File: src/rtl/serial_subtractor_pkg.sv
// serial_subs_pkg: shared FSM state type and width limit for serial_subtractor
package serial_subs_pkg;
  localparam int SUBS_MAX_WIDTH = 64;
  typedef enum logic [1:0] {IDLE, SHIFT, DONE} subs_state_t;
endpackage

File: src/rtl/serial_subtractor_if.sv
// serial_subtractor_if: start/done handshake and operand/result bus; ovf exists only with SERIAL_SUBS_OVF_EN
interface serial_subtractor_if #(parameter int WIDTH = 8);
  logic             start;
  logic [WIDTH-1:0] a;
  logic [WIDTH-1:0] b;
  logic             busy;
  logic             done;
  logic [WIDTH-1:0] diff;
  logic             bout;
`ifdef SERIAL_SUBS_OVF_EN
  logic             ovf;
  modport master (output start, a, b, input busy, done, diff, bout, ovf);
  modport slave  (input start, a, b, output busy, done, diff, bout, ovf);
`else
  modport master (output start, a, b, input busy, done, diff, bout);
  modport slave  (input start, a, b, output busy, done, diff, bout);
`endif
endinterface

File: src/rtl/serial_subtractor_fullsubs.sv
// fullsubs: one-bit full subtractor, x - y - bin
module fullsubs (
  input  logic x,
  input  logic y,
  input  logic bin,
  output logic diff,
  output logic bout
);
  assign diff = x ^ y ^ bin;
  assign bout = (~x & (y | bin)) | (y & bin);
endmodule

File: src/rtl/serial_subtractor.sv
// serial_subtractor: bit-serial a - b, LSB first, one bit per clock around one fullsubs cell
// Optional signed-overflow flag ovf is built when SERIAL_SUBS_OVF_EN is defined.
module serial_subtractor
  import serial_subs_pkg::*;
#(
  parameter int WIDTH = 8
) (
  input logic                clk,
  input logic                rst,
  serial_subtractor_if.slave bus
);
  localparam int CW = WIDTH > 1 ? $clog2(WIDTH) : 1;
  if (WIDTH < 1 || WIDTH > SUBS_MAX_WIDTH) begin : g_bad_width
    $error("serial_subtractor: WIDTH out of range");
  end
  subs_state_t      state_q, state_d;
  logic [WIDTH-1:0] a_sr_q, a_sr_d, b_sr_q, b_sr_d, res_q, res_d;
  logic [CW-1:0]    cnt_q, cnt_d;
  logic             borrow_q, borrow_d;
  logic             fs_diff, fs_bout;
  logic             accept, shift, last;
  fullsubs u_fs (
    .x   (a_sr_q[0]),
    .y   (b_sr_q[0]),
    .bin (borrow_q),
    .diff(fs_diff),
    .bout(fs_bout)
  );
  always_ff @(posedge clk or posedge rst) begin
    if (rst) state_q <= IDLE;
    else     state_q <= state_d;
  end
  always_comb begin
    accept  = state_q == IDLE && bus.start;
    shift   = state_q == SHIFT;
    last    = cnt_q == CW'(WIDTH - 1);
    state_d = state_q == IDLE  ? (bus.start ? SHIFT : IDLE) :
              state_q == SHIFT ? (last ? DONE : SHIFT) : IDLE;
  end
  always_comb begin
    bus.busy = state_q != IDLE;
    bus.done = state_q == DONE;
  end
  // result fills from the MSB so bit WIDTH-1 lands last, after WIDTH shifts
  always_comb begin
    a_sr_d   = accept ? bus.a : shift ? a_sr_q >> 1 : a_sr_q;
    b_sr_d   = accept ? bus.b : shift ? b_sr_q >> 1 : b_sr_q;
    res_d    = accept ? '0 : shift ? WIDTH'({fs_diff, res_q} >> 1) : res_q;
    borrow_d = accept ? 1'b0 : shift ? fs_bout : borrow_q;
    cnt_d    = accept ? '0 : shift ? cnt_q + CW'(1) : cnt_q;
  end
  always_ff @(posedge clk or posedge rst) begin
    if (rst) begin
      a_sr_q   <= '0;
      b_sr_q   <= '0;
      res_q    <= '0;
      borrow_q <= 1'b0;
      cnt_q    <= '0;
    end else begin
      a_sr_q   <= a_sr_d;
      b_sr_q   <= b_sr_d;
      res_q    <= res_d;
      borrow_q <= borrow_d;
      cnt_q    <= cnt_d;
    end
  end
  assign bus.diff = res_q;
  assign bus.bout = borrow_q;
`ifdef SERIAL_SUBS_OVF_EN
  logic ovf_q, ovf_d;
  // on the last shift the sr LSBs are the latched operand MSBs
  always_comb
    ovf_d = accept ? 1'b0 :
            shift && last ? (a_sr_q[0] ^ b_sr_q[0]) & (a_sr_q[0] ^ fs_diff) : ovf_q;
  always_ff @(posedge clk or posedge rst) begin
    if (rst) ovf_q <= 1'b0;
    else     ovf_q <= ovf_d;
  end
  assign bus.ovf = ovf_q;
`endif
endmodule
File: src/flat_wrapper.sv
// flat-port wrapper written by rule: the top's interface ports become plain ports
module serial_subtractor_flat import serial_subs_pkg::*;
#(
  parameter int WIDTH = 8
)
  (clk, rst, bus_start, bus_a, bus_b, bus_busy, bus_done, bus_diff, bus_bout);
  serial_subtractor_if #(.WIDTH(WIDTH)) bus_i ();
  input logic clk;
  input logic rst;
  input wire logic [$bits(bus_i.start)-1:0] bus_start;
  input wire logic [$bits(bus_i.a)-1:0] bus_a;
  input wire logic [$bits(bus_i.b)-1:0] bus_b;
  output wire logic [$bits(bus_i.busy)-1:0] bus_busy;
  output wire logic [$bits(bus_i.done)-1:0] bus_done;
  output wire logic [$bits(bus_i.diff)-1:0] bus_diff;
  output wire logic [$bits(bus_i.bout)-1:0] bus_bout;
  assign bus_i.start = bus_start;
  assign bus_i.a = bus_a;
  assign bus_i.b = bus_b;
  assign bus_busy = bus_i.busy;
  assign bus_done = bus_i.done;
  assign bus_diff = bus_i.diff;
  assign bus_bout = bus_i.bout;
  serial_subtractor #(.WIDTH(WIDTH)) u_core (.clk(clk), .rst(rst), .bus(bus_i));
endmodule
File: config.mk
export PLATFORM = sky130hd
export DESIGN_NAME = serial_subtractor_flat
export DESIGN_NICKNAME = d
export VERILOG_FILES = /design/src/rtl/serial_subtractor_pkg.sv /design/src/rtl/serial_subtractor_if.sv /design/src/rtl/serial_subtractor_fullsubs.sv /design/src/rtl/serial_subtractor.sv /design/src/flat_wrapper.sv
export SDC_FILE = /design/constraint.sdc
export NUM_CORES = 1
export LEC_CHECK = 0
export ABC_AREA = 1
export BUFFER_PORTS_ARGS = -buffer_cell sky130_fd_sc_hd__clkbuf_2
export CAP_MARGIN = 15
export CELL_PAD_IN_SITES_DETAIL_PLACEMENT = 0
export CELL_PAD_IN_SITES_GLOBAL_PLACEMENT = 1
export CORE_AREA = 5 5 71 79
export DETAILED_ROUTE_END_ITERATION = 6
export DIE_AREA = 0 0 76 84
export PLACE_DENSITY_LB_ADDON = 0.3
export SYNTH_ARGS = -nofsm -noshare
export SYNTH_HDL_FRONTEND = slang
export SYNTH_SLANG_ARGS = --single-unit
File: constraint.sdc
create_clock -name clk -period 2.4 [get_ports clk]
set_input_delay 0.12 -clock clk [delete_from_list [all_inputs] [get_ports clk]]
set_output_delay 0.12 -clock clk [all_outputs]
set_load 0.05 [all_outputs]
==> results.json <==
{
  "status": "finished, final reports clean",
  "worst_ep_required_time_ns": 2.28,
  "grt_pass1_vias": 1032,
  "path_max_fanout": 18,
  "dr.pass1.iters": 5,
  "path_cells": "nor2_4 > inv_1 > clkbuf_2",
  "synth_area_leaders": "dfrtp_1 55%, nand2_1 16%, nand3_1 11%",
  "crit_type": "reg -> out",
  "routedWlPerCell_um": 11.9,
  "portBuffers": 29,
  "coreArea_um2": 4830,
  "yosysMostFrequentCell": "nand2_1",
  "reg2reg_from": "u_core.state_q[0]$_DFF_PP0_",
  "clock_latency_ns": 0.28,
  "drc": 0,
  "fin_crit_ns": 1.56,
  "clk_pin_slew_ns": 0.06,
  "power_density_nw_per_um2": 1370,
  "report.final.slew_viol_count": 0,
  "hpwlAfterDp_mm": 1.94,
  "synth_nets": 171,
  "final.setup.tns_ns": 0,
  "synth_largest_area_cell": "dfrtp_1",
  "whs_path_depth": 3,
  "postCtsHoldBufs": 1,
  "yosysWarnings": 0,
  "yosysTopAreaCellShare": 0.549,
  "r2r-end": "u_core.cnt_q[0]$_DFFE_PP0P_",
  "async_reset_ff_frac": 1.00,
  "ys_ff_latch": 30,
  "numCtsBuffers": 5,
  "reg2reg_depth": 3,
  "start_util": 0.283,
  "num_antenna_cells": 0,
  "h-tree-depth": 2,
  "cp-start-kind": "flop",
  "path_buf_inv": 2,
  "relSlewSlack": 0.533,
  "fp.dieArea_um2": 6380,
  "routabilityCongestion": 0.714,
  "syn_avg_cell_area_um2": 9.18,
  "dpl.cell_count": 230,
  "hold_path_end": "u_core.a_sr_q[7]$_DFFE_PP0P_",
  "worstMarginPinSlew_ns": 0.699,
  "crit_family": "flip-flops",
  "die_w_um": 76,
  "grt_overflow": 0,
  "stdcell_count": 239,
  "hp-class": "in -> reg",
  "drv_cap": 0,
  "finalSetupViolations": 0,
  "antenna_left": 0,
  "clock_skew_ns": 0.00896,
  "yosysUniqueCellTypes": 17,
  "syn_to_final_growth_pct": 19.4,
  "critPathCaptureType": "output pin",
  "synth-edff-count": 0,
  "hold_ws_ns": 0.0666,
  "synth_common_cells": "60 x nand2_1, 30 x dfrtp_1, 30 x nand3_1, 5 x inv_1, 5 x nand2_2",
  "finalCritPeriodShare": 0.651,
  "critPathMaxStageDelay_ns": 0.47,
  "grt_max_degree": 31,
  "rsz0062_at_grt": "false",
  "hold_viol": 0,
  "worstHoldStart": "bus_a[7]",
  "ir_worst_vdd_mv": 0.309,
  "global_route.usage.total": 0.0968,
  "syn_inst": 149,
  "die_h_um": 84,
  "cts_root_buf": "clkbuf_8",
  "post_cts_resize_count": 0,
  "drtIter0Drc": 39,
  "ys_seq_area_frac": 0.549,
  "clk_path_buf_depth": 2,
  "pin_count": 30,
  "clock-sinks": 30,
  "post_cts_buffers": 0,
  "arrival_ns": 1.44,
  "finalNetCount": 202,
  "total_power_w": 0.00224,
  "synth_area_um2": 1370,
  "cts_tree": "yes",
  "routed_via_density": 4.54,
  "r2r_slack_ns": 1.04,
  "p_leak_nw": 0.852,
  "worst_path_max_delay_cell": "dfrtp_1",
  "antenna_found_initial": 0,
  "row_count": 27,
  "fmax_ghz": 0.640,
  "synthFlopType": "dfrtp_1",
  "wirelength_mm": 2.86,
  "layout-drive-gt1-share": 0.249,
  "grt_pass1_wl_mm": 4.94,
  "num_vias": 1084
}
layout make-up:
class	count	area (um2)
Fill cell	498	3200
Sequential cell	30	751
Multi-Input combinational cell	106	513
Timing Repair Buffer	31	163
Clock buffer	7	76.3
Tap cell	58	72.6
Clock inverter	1	30.0
Inverter	6	27.5
cells in the final DEF, fill, tap and decap left out, types with 2 or more instances in the layout:
master	instances
dfrtp_1	30
nand2_1	60
nand3_1	30
clkbuf_2	29
clkbuf_8	5
inv_1	5
ha_1	2
nand2_2	5
o21ai_0	3
nor2_1	2
clkbuf_1	2
routing by layer:
| metal | part of all wire | track usage |
|---|---|---|
| met3 | 0.059 | 0.0356 |
| met5 | 0 | 0 |
| met1 | 0.44 | 0.116 |
| met4 | 0.027 | 0.0583 |
| met2 | 0.48 | 0.146 |
through the flow:
step | setup slack [ns] | utilization | instance area, um2
finish | 0.837 | 0.338 | 1630
floorplan | 1.05 | - | 1370
global route | 0.739 | 0.338 | 1630
detailed placement | 1.04 | 0.314 | 1520
global placement | 1.05 | 0.314 | 1520
CTS | 0.796 | 0.338 | 1630
registers in the layout, indices dropped and copies added, names as in the netlist:
name             cells
u_core.state_q       2
u_core.bus.diff      8
u_core.cnt_q         3
u_core.b_sr_q        8
u_core.a_sr_q        8
u_core.bus.bout      1
tightest hold or removal path, stage by stage:
cell and delay, ns:
clkbuf_2 0.08, nand3_1 0.07, nand2_1 0.05
where the power goes:
group          total, W  internal (W)  switching, W
clock          0.000495      0.000310      0.000185
combinational  0.000883      0.000248      0.000635
sequential     0.000866      0.000714      0.000152
worst max path at each step:
stage                                     start                             end  slack (ns)  depth (start not counted)
floorplan           u_core.bus.bout$_DFFE_PP0P_  u_core.bus.diff[7]$_DFFE_PP0P_        1.05                          2
global placement                      bus_start    u_core.a_sr_q[2]$_DFFE_PP0P_        1.05                          4
detailed placement  u_core.state_q[0]$_DFF_PP0_     u_core.cnt_q[0]$_DFFE_PP0P_        1.04                          3
CTS                 u_core.state_q[0]$_DFF_PP0_                        bus_busy        0.80                          3
global route        u_core.state_q[0]$_DFF_PP0_                        bus_busy        0.74                          3
finish              u_core.state_q[0]$_DFF_PP0_                        bus_busy        0.84                          3
cells by family after synthesis:
| family | synth area share |
|---|---|
| AOI/OAI and AO/OA | 0.0229 |
| adders and majority gates | 0.0329 |
| buffers and inverters | 0.0759 |
| DFF | 0.549 |
| and+or+nand+nor | 0.319 |
No activity file was read; power rests on OpenSTA's default activity.
